File: config.mk
export PLATFORM = sky130hd
export DESIGN_NAME = fifo_burst_sched_flat
export DESIGN_NICKNAME = d
export VERILOG_FILES = /design/src/rtl/fifo_burst_sched_pkg.sv /design/src/rtl/fifo_burst_sched_if.sv /design/src/rtl/fifo_burst_sched_rr_arbiter.sv /design/src/rtl/fifo_burst_sched.sv /design/src/flat_wrapper.sv
export SDC_FILE = /design/constraint.sdc
export NUM_CORES = 1
export LEC_CHECK = 0
export BUFFER_PORTS_ARGS = -buffer_cell sky130_fd_sc_hd__buf_2
export CAP_MARGIN = 20
export CORE_ASPECT_RATIO = 1.4
export CORE_MARGIN = 2
export CORE_UTILIZATION = 48
export DETAILED_ROUTE_END_ITERATION = 12
export GPL_TIMING_DRIVEN = 0
export PLACE_DENSITY = 0.79
export RECOVER_POWER = 50
export SETUP_SLACK_MARGIN = 0.02
export SYNTH_ARGS = -nofsm -noshare
export SYNTH_HDL_FRONTEND = slang
export SYNTH_SLANG_ARGS = --single-unit
File: constraint.sdc
create_clock -name clk -period 11.8 [get_ports clk]
set_input_delay 1.77 -clock clk [delete_from_list [all_inputs] [get_ports clk]]
set_output_delay 1.77 -clock clk [all_outputs]
set_load 0.005 [all_outputs]
File: src/rtl/fifo_burst_sched_pkg.sv
// Shared definitions for the fifo_2048 write arbiter / read burst scheduler.
// Latency: n/a (types, constants and a width helper only).
// Backpressure: n/a.
package fifo_sched_pkg;

  localparam int DEF_DATA_WIDTH = 16;
  localparam int DEF_DEPTH      = 2048;

  localparam logic [1:0] ST_IDLE  = 2'd0;
  localparam logic [1:0] ST_BURST = 2'd1;
  localparam logic [1:0] ST_GAP   = 2'd2;

  typedef enum logic [1:0] {
    IDLE  = ST_IDLE,
    BURST = ST_BURST,
    GAP   = ST_GAP
  } state_t;

  // Occupancy must represent 0..depth inclusive, hence one bit above the pointer.
  function automatic int level_width(input int depth);
    return $clog2(depth) + 1;
  endfunction

endpackage

File: src/rtl/fifo_burst_sched_if.sv
// Bundle of producer, FIFO-strobe and consumer signals around the burst scheduler.
// Latency: n/a (wiring only).
// Backpressure: req_ready grants producers; sink_ready stalls read strobes.
// Ports: slave = scheduler view, master = surrounding producers/FIFO/consumer view.
interface fifo_burst_sched_if #(
  parameter int NUM_REQ   = 4,
  parameter int DataWidth = fifo_sched_pkg::DEF_DATA_WIDTH,
  parameter int Depth     = fifo_sched_pkg::DEF_DEPTH
);
  import fifo_sched_pkg::*;

  localparam int LvlWidth = level_width(Depth);

  logic [NUM_REQ-1:0]           req_valid;
  logic [NUM_REQ*DataWidth-1:0] req_data;
  logic [NUM_REQ-1:0]           req_ready;
  logic                         fifo_wr;
  logic [DataWidth-1:0]         fifo_wr_data;
  logic                         fifo_rd;
  logic                         fifo_full;
  logic                         fifo_empty;
  logic [DataWidth-1:0]         fifo_data_out;
  logic                         sink_ready;
  logic                         sink_valid;
  logic [DataWidth-1:0]         sink_data;
  logic                         sink_last;
  logic                         flush;
  logic [LvlWidth-1:0]          level;
  logic                         busy;

  modport slave (
    input  req_valid, req_data, fifo_full, fifo_empty, fifo_data_out, sink_ready, flush,
    output req_ready, fifo_wr, fifo_wr_data, fifo_rd, sink_valid, sink_data, sink_last,
           level, busy
  );

  modport master (
    output req_valid, req_data, fifo_full, fifo_empty, fifo_data_out, sink_ready, flush,
    input  req_ready, fifo_wr, fifo_wr_data, fifo_rd, sink_valid, sink_data, sink_last,
           level, busy
  );

endinterface

File: src/rtl/fifo_burst_sched_rr_arbiter.sv
// Round-robin arbiter: one-hot grant to the first requester at or above the pointer.
// Latency: grant is combinational; pointer advances on the clock after a grant.
// Backpressure: enable=0 suppresses all grants and freezes the pointer.
// Ports: clk, rst (async active-low), req, enable in; grant out.
module rr_arbiter #(
  parameter int NUM_REQ = 4
) (
  input  logic               clk,
  input  logic               rst,
  input  logic [NUM_REQ-1:0] req,
  input  logic               enable,
  output logic [NUM_REQ-1:0] grant
);

  localparam int PW = $clog2(NUM_REQ);

  logic [PW-1:0] ptr;
  logic [PW-1:0] ptr_nxt;
  logic [PW-1:0] idx;
  logic          found;
  int            sum;

  always_comb begin
    grant   = '0;
    ptr_nxt = ptr;
    idx     = '0;
    found   = 1'b0;
    sum     = 0;
    if (enable) begin
      for (int k = 0; k < NUM_REQ; k++) begin
        if (!found) begin
          // Wrap the search index without a modulo so non-power-of-two counts work.
          sum = int'(ptr) + k;
          if (sum >= NUM_REQ) sum = sum - NUM_REQ;
          idx = PW'(sum);
          if (req[idx]) begin
            grant[idx] = 1'b1;
            found      = 1'b1;
            ptr_nxt    = (sum == NUM_REQ - 1) ? '0 : PW'(sum + 1);
          end
        end
      end
    end
  end

  always_ff @(posedge clk or negedge rst) begin
    if (!rst) ptr <= '0;
    else      ptr <= ptr_nxt;
  end

endmodule

File: src/rtl/fifo_burst_sched.sv
// Write arbiter and read burst scheduler in front of the shared fifo_2048 buffer.
// Latency: write grant same cycle; sink word one cycle after its fifo_rd strobe.
// Backpressure: no grants while full; sink_ready=0 stalls further fifo_rd strobes.
// Ports: clk, rst (async active-low), bus (slave modport of fifo_burst_sched_if).
module fifo_burst_sched #(
  parameter int DataWidth = fifo_sched_pkg::DEF_DATA_WIDTH,
  parameter int Depth     = fifo_sched_pkg::DEF_DEPTH,
  parameter int PtrWidth  = $clog2(Depth),
  parameter int NUM_REQ   = 4,
  parameter int BURST_LEN = 64
) (
  input logic                clk,
  input logic                rst,
  fifo_burst_sched_if.slave  bus
);
  import fifo_sched_pkg::*;

  localparam int              LvlW    = PtrWidth + 1;
  localparam logic [LvlW-1:0] DEPTH_L = LvlW'(Depth);
  localparam logic [LvlW-1:0] BURST_L = LvlW'(BURST_LEN);
  localparam logic [LvlW-1:0] ONE_L   = LvlW'(1);

  state_t               state, state_nxt;
  logic [LvlW-1:0]      level, beats, beats_nxt;
  logic                 flush_pend;
  logic                 wr_en, rd, last_rd;
  logic [NUM_REQ-1:0]   grant;
  logic [DataWidth-1:0] wr_mux, data_hold;
  logic                 sink_valid_q, sink_last_q;

  // rst is folded in so the combinational strobes drop the moment reset asserts.
  assign wr_en = rst && (level < DEPTH_L) && !bus.fifo_full;

  rr_arbiter #(.NUM_REQ(NUM_REQ)) u_arb (
    .clk    (clk),
    .rst    (rst),
    .req    (bus.req_valid),
    .enable (wr_en),
    .grant  (grant)
  );

  always_comb begin
    wr_mux = '0;
    for (int i = 0; i < NUM_REQ; i++) begin
      if (grant[i]) wr_mux = wr_mux | bus.req_data[i*DataWidth +: DataWidth];
    end
  end

  assign bus.req_ready    = grant;
  assign bus.fifo_wr      = |grant;
  assign bus.fifo_wr_data = wr_mux;
  assign bus.fifo_rd      = rd;
  assign bus.level        = level;
  assign bus.busy         = (state != IDLE);
  assign bus.sink_valid   = sink_valid_q;
  assign bus.sink_last    = sink_last_q;
  // FIFO read data arrives in the same cycle as sink_valid; hold the last word otherwise.
  assign bus.sink_data    = sink_valid_q ? bus.fifo_data_out : data_hold;

  always_comb begin
    state_nxt = state;
    beats_nxt = beats;
    rd        = 1'b0;
    last_rd   = 1'b0;
    unique case (state)
      IDLE: begin
        if (level >= BURST_L || (flush_pend && level != '0)) begin
          state_nxt = BURST;
          beats_nxt = (level < BURST_L) ? level : BURST_L;
        end
      end
      BURST: begin
        rd = bus.sink_ready && !bus.fifo_empty && (beats != '0);
        if (rd) begin
          beats_nxt = beats - ONE_L;
          if (beats == ONE_L) begin
            last_rd   = 1'b1;
            state_nxt = GAP;
          end
        end
      end
      GAP:     state_nxt = IDLE;
      default: state_nxt = IDLE;
    endcase
  end

  always_ff @(posedge clk or negedge rst) begin
    if (!rst) begin
      level <= '0;
    end else if (bus.fifo_wr && !rd && level != DEPTH_L) begin
      level <= level + ONE_L;
    end else if (rd && !bus.fifo_wr && level != '0) begin
      level <= level - ONE_L;
    end
  end

  always_ff @(posedge clk or negedge rst) begin
    if (!rst) begin
      state        <= IDLE;
      beats        <= '0;
      flush_pend   <= 1'b0;
      sink_valid_q <= 1'b0;
      sink_last_q  <= 1'b0;
      data_hold    <= '0;
    end else begin
      state        <= state_nxt;
      beats        <= beats_nxt;
      // Sticky until the buffer has been fully drained while idle.
      flush_pend   <= bus.flush || (flush_pend && !(state == IDLE && level == '0));
      sink_valid_q <= rd;
      sink_last_q  <= last_rd;
      if (sink_valid_q) data_hold <= bus.fifo_data_out;
    end
  end

endmodule

File: src/flat_wrapper.sv
// flat-port wrapper written by rule: the top's interface ports become plain ports
module fifo_burst_sched_flat import fifo_sched_pkg::*;
#(
  parameter int DataWidth = fifo_sched_pkg::DEF_DATA_WIDTH,
  parameter int Depth     = fifo_sched_pkg::DEF_DEPTH,
  parameter int PtrWidth  = $clog2(Depth),
  parameter int NUM_REQ   = 4,
  parameter int BURST_LEN = 64
)
  (clk, rst, bus_req_valid, bus_req_data, bus_fifo_full, bus_fifo_empty, bus_fifo_data_out, bus_sink_ready, bus_flush, bus_req_ready, bus_fifo_wr, bus_fifo_wr_data, bus_fifo_rd, bus_sink_valid, bus_sink_data, bus_sink_last, bus_level, bus_busy);
  fifo_burst_sched_if #(.NUM_REQ(NUM_REQ), .DataWidth(DataWidth), .Depth(Depth)) bus_i ();
  input logic clk;
  input logic rst;
  input wire logic [$bits(bus_i.req_valid)-1:0] bus_req_valid;
  input wire logic [$bits(bus_i.req_data)-1:0] bus_req_data;
  input wire logic [$bits(bus_i.fifo_full)-1:0] bus_fifo_full;
  input wire logic [$bits(bus_i.fifo_empty)-1:0] bus_fifo_empty;
  input wire logic [$bits(bus_i.fifo_data_out)-1:0] bus_fifo_data_out;
  input wire logic [$bits(bus_i.sink_ready)-1:0] bus_sink_ready;
  input wire logic [$bits(bus_i.flush)-1:0] bus_flush;
  output wire logic [$bits(bus_i.req_ready)-1:0] bus_req_ready;
  output wire logic [$bits(bus_i.fifo_wr)-1:0] bus_fifo_wr;
  output wire logic [$bits(bus_i.fifo_wr_data)-1:0] bus_fifo_wr_data;
  output wire logic [$bits(bus_i.fifo_rd)-1:0] bus_fifo_rd;
  output wire logic [$bits(bus_i.sink_valid)-1:0] bus_sink_valid;
  output wire logic [$bits(bus_i.sink_data)-1:0] bus_sink_data;
  output wire logic [$bits(bus_i.sink_last)-1:0] bus_sink_last;
  output wire logic [$bits(bus_i.level)-1:0] bus_level;
  output wire logic [$bits(bus_i.busy)-1:0] bus_busy;
  assign bus_i.req_valid = bus_req_valid;
  assign bus_i.req_data = bus_req_data;
  assign bus_i.fifo_full = bus_fifo_full;
  assign bus_i.fifo_empty = bus_fifo_empty;
  assign bus_i.fifo_data_out = bus_fifo_data_out;
  assign bus_i.sink_ready = bus_sink_ready;
  assign bus_i.flush = bus_flush;
  assign bus_req_ready = bus_i.req_ready;
  assign bus_fifo_wr = bus_i.fifo_wr;
  assign bus_fifo_wr_data = bus_i.fifo_wr_data;
  assign bus_fifo_rd = bus_i.fifo_rd;
  assign bus_sink_valid = bus_i.sink_valid;
  assign bus_sink_data = bus_i.sink_data;
  assign bus_sink_last = bus_i.sink_last;
  assign bus_level = bus_i.level;
  assign bus_busy = bus_i.busy;
  fifo_burst_sched #(.DataWidth(DataWidth), .Depth(Depth), .PtrWidth(PtrWidth), .NUM_REQ(NUM_REQ), .BURST_LEN(BURST_LEN)) u_core (.clk(clk), .rst(rst), .bus(bus_i));
endmodule
==> results.json <==
{
  "yosys_register_bits": 47,
  "start_util_pct": 49.08,
  "synth_area_leaders": "dfrtp_1 33%, a22oi_1 7.2%, ha_1 7.0%, mux2_2 6.0%, nor2_1 3.9%",
  "clk_pin_slew_ns": 0.09,
  "setup_slack_ns": 5.400,
  "grt_pass1_wl_um": 16330,
  "grt_usage_pct": 24.55,
  "fin_skew_ns": 0.006537,
  "rows": 37,
  "arrival_ns": 4.63,
  "crit_start": "rst",
  "violations": "capacitance limit, slew limit",
  "maxCapViolCount": 1,
  "async_reset_ff_share_pct": 100.0,
  "diodes": 0,
  "cts.sinks": 47,
  "antenna_found_initial": 0,
  "syn_avg_cell_area_um2": 9.265,
  "min-delay-start": "u_core.data_hold[9]$_DFF_PN0_",
  "cp.required_ns": 10.03,
  "crit_buf_inv": 4,
  "synth_compound_area_share_pct": 20.98,
  "status": "finished with violations",
  "vias": 3645,
  "worst_setup_path_end_kind": "output pin",
  "grt_max_degree": 50,
  "finalHoldViolCount": 0,
  "drtIter0Drc": 183,
  "worstSetupPathType": "input port to output pin",
  "hp-class": "flip-flop to flip-flop",
  "finalCritPeriodShare_pct": 54.24,
  "pre_cts_ws_ns": 4.669,
  "synthFlopType": "dfrtp_1",
  "rsz0062_at_grt": "false",
  "via_per_inst": 5.767,
  "min_period_ns": 6.400,
  "total_power_mw": 1.133,
  "yosys_warnings": 0,
  "synth.most_common_cell": "dfrtp_1",
  "numCtsBuffers": 5,
  "relSlewSlack_pct": -13.82,
  "synth_top_cell_by_area": "dfrtp_1",
  "synth_cell_types": 55,
  "syn_area_um2": 3567,
  "synth_edf_count": 0,
  "synth-adder-area-share_pct": 7.576,
  "synth_top_area_share_pct": 32.97,
  "globalplace.congestion": 0.8645,
  "postCtsSetupRepairBufs": 0,
  "p_per_area_nw_per_um2": 252.5,
  "worst_skew_pair.late_latency_ns": 0.30,
  "cts_resized": 0,
  "synth_top_family_by_area": "compound AO/OA/AOI/OAI gates",
  "max_stage_delay_ns": 0.62,
  "ys_seq_area_share_pct": 32.97,
  "clockBufferDepth": 2,
  "final_layout_size_suffix_gt1_share_pct": 35.14,
  "tightest_slew_ns": 1.707,
  "coreArea_um2": 7268,
  "ant_nets": 0,
  "first_pass_iters": 5,
  "drv_slew": 34,
  "hold_buffers": 0,
  "nNetsFinal": 645,
  "htree_levels": 2,
  "syn_to_final_growth_pct": 25.82,
  "r2r-start": "u_core.u_arb.ptr[0]$_DFFE_PN0P_",
  "crit_fanout": 17,
  "setup.worst_path.start_class": "input port",
  "cts_tree": "done",
  "crit_family": "buffers and inverters",
  "p_leak_nw": 2.126,
  "die_area_um2": 8147,
  "port_buffers": 140,
  "wl_um": 9924,
  "syn_inst": 385,
  "fillerInstances": 624,
  "hpwl_um": 7746,
  "syn_nets": 496,
  "grt_pass1_vias": 3476,
  "synth.mux.area_fraction_pct": 12.49,
  "drc": 0,
  "setup_viol": 0,
  "die_h_um": 106,
  "grt-ovfl-total": 0,
  "fmax_mhz": 156.3,
  "post_drt_wl_per_cell_um": 15.70,
  "cts_root_buffer": "clkbuf_8",
  "io_pins": 143,
  "path_cells": "clkbuf_1 > nor3b_1 > buf_2 > nand2_1 > or3_1 > o211ai_1 > clkbuf_1 > a22oi_1 > nand2_1 > buf_2",
  "synth_common_cells": "47 x dfrtp_1, 37 x nor2_1, 34 x a22oi_1, 28 x nand2_1, 21 x a21oi_1",
  "vdd_ir_drop_max_mv": 0.1048,
  "die_w_um": 76.86,
  "synth_xor_area_share_pct": 3.192,
  "slowest_stage": "clkbuf_1",
  "setup_tns_ns": 0,
  "synth-simple-area-share_pct": 17.68
}
-- cell usage in the layout (no fill, tap or decap), types with 14 or more instances in the layout --
master | synthesis | routed
nand2_1 | 28 | 28
buf_2 | 1 | 139
nor2_1 | 37 | 37
ha_1 | 20 | 20
a21oi_1 | 21 | 21
clkbuf_1 | 10 | 14
dfrtp_1 | 47 | 47
inv_1 | 14 | 14
o21ai_0 | 17 | 17
nor3_1 | 16 | 16
a22oi_1 | 34 | 34
-- layer usage --
metal	routed length, µm	global-route usage [%]	vias to the layer above	share of wire, %
li1	-	-	1720	-
met1	3784	28.81	1726	38
met2	5252	46.05	188	53
met3	724	2.801	11	7.3
met4	163	7.922	0	1.6
met5	0	0	-	0
-- sequential cells by signal (all words and copies together) (netlist names) --
register               count
u_core.bus.sink_last       1
u_core.bus.sink_valid      1
u_core.data_hold          16
u_core.state               2
u_core.beats              12
u_core.u_arb.ptr           2
u_core.bus.level          12
u_core.flush_pend          1
-- cells by family after synthesis --
kind of cell	Yosys count
multiplexers	34
buffers and inverters	34
adder cells (fa/ha/maj)	21
flip-flops	47
AND/OR/NAND/NOR	127
AO/OA/AOI/OAI	109
XOR/XNOR	13
-- report_power, final --
group          total, mW  internal, mW  switching (mW)
Sequential         0.287         0.220          0.0663
Clock              0.100        0.0424          0.0579
Combinational      0.746         0.371           0.376
-- path summary, 6_finish.rpt --
| check | end | slack (ns) | depth (start not counted) |
|---|---|---|---|
| hold reg to reg | u_core.data_hold[9]$_DFF_PN0_ | 0.49 | 1 |
| max in group asynchronous | u_core.bus.level[9]$_DFFE_PN0P_ | 8.20 | 2 |
| min in group asynchronous | u_core.bus.level[10]$_DFFE_PN0P_ | 1.54 | 1 |
| setup / recovery | bus_fifo_wr_data[8] | 5.40 | 10 |
| hold / removal | u_core.data_hold[9]$_DFF_PN0_ | 0.49 | 1 |
| setup reg to reg | u_core.bus.level[10]$_DFFE_PN0P_ | 5.96 | 20 |
-- stage by stage --
stage / util, % / hold slack [ns] / std cells / cell area [µm²]
after global placement: 60.39 / 0.4750 / 622 / 4389
after detailed placement: 60.39 / 0.4847 / 622 / 4389
final: 61.75 / 0.4911 / 632 / 4488
after floorplan: - / 0.4705 / 385 / 3567
after CTS: 61.68 / 0.5059 / 630 / 4483
after global routing: 61.75 / 0.5185 / 632 / 4488
-- area by class of cell --
class	count	area [µm²]	area share, %
clock buffers	5	68.82	1.533
well taps	97	121.4	2.704
plain buffers	20	130.1	2.899
multi-input cells	304	2208	49.21
flip-flops and latches	47	1176	26.21
repair buffers	142	705.7	15.72
inverters	14	52.55	1.171
clock inverters	3	25.02	0.5576
No activity file was read; power rests on OpenSTA's default activity.
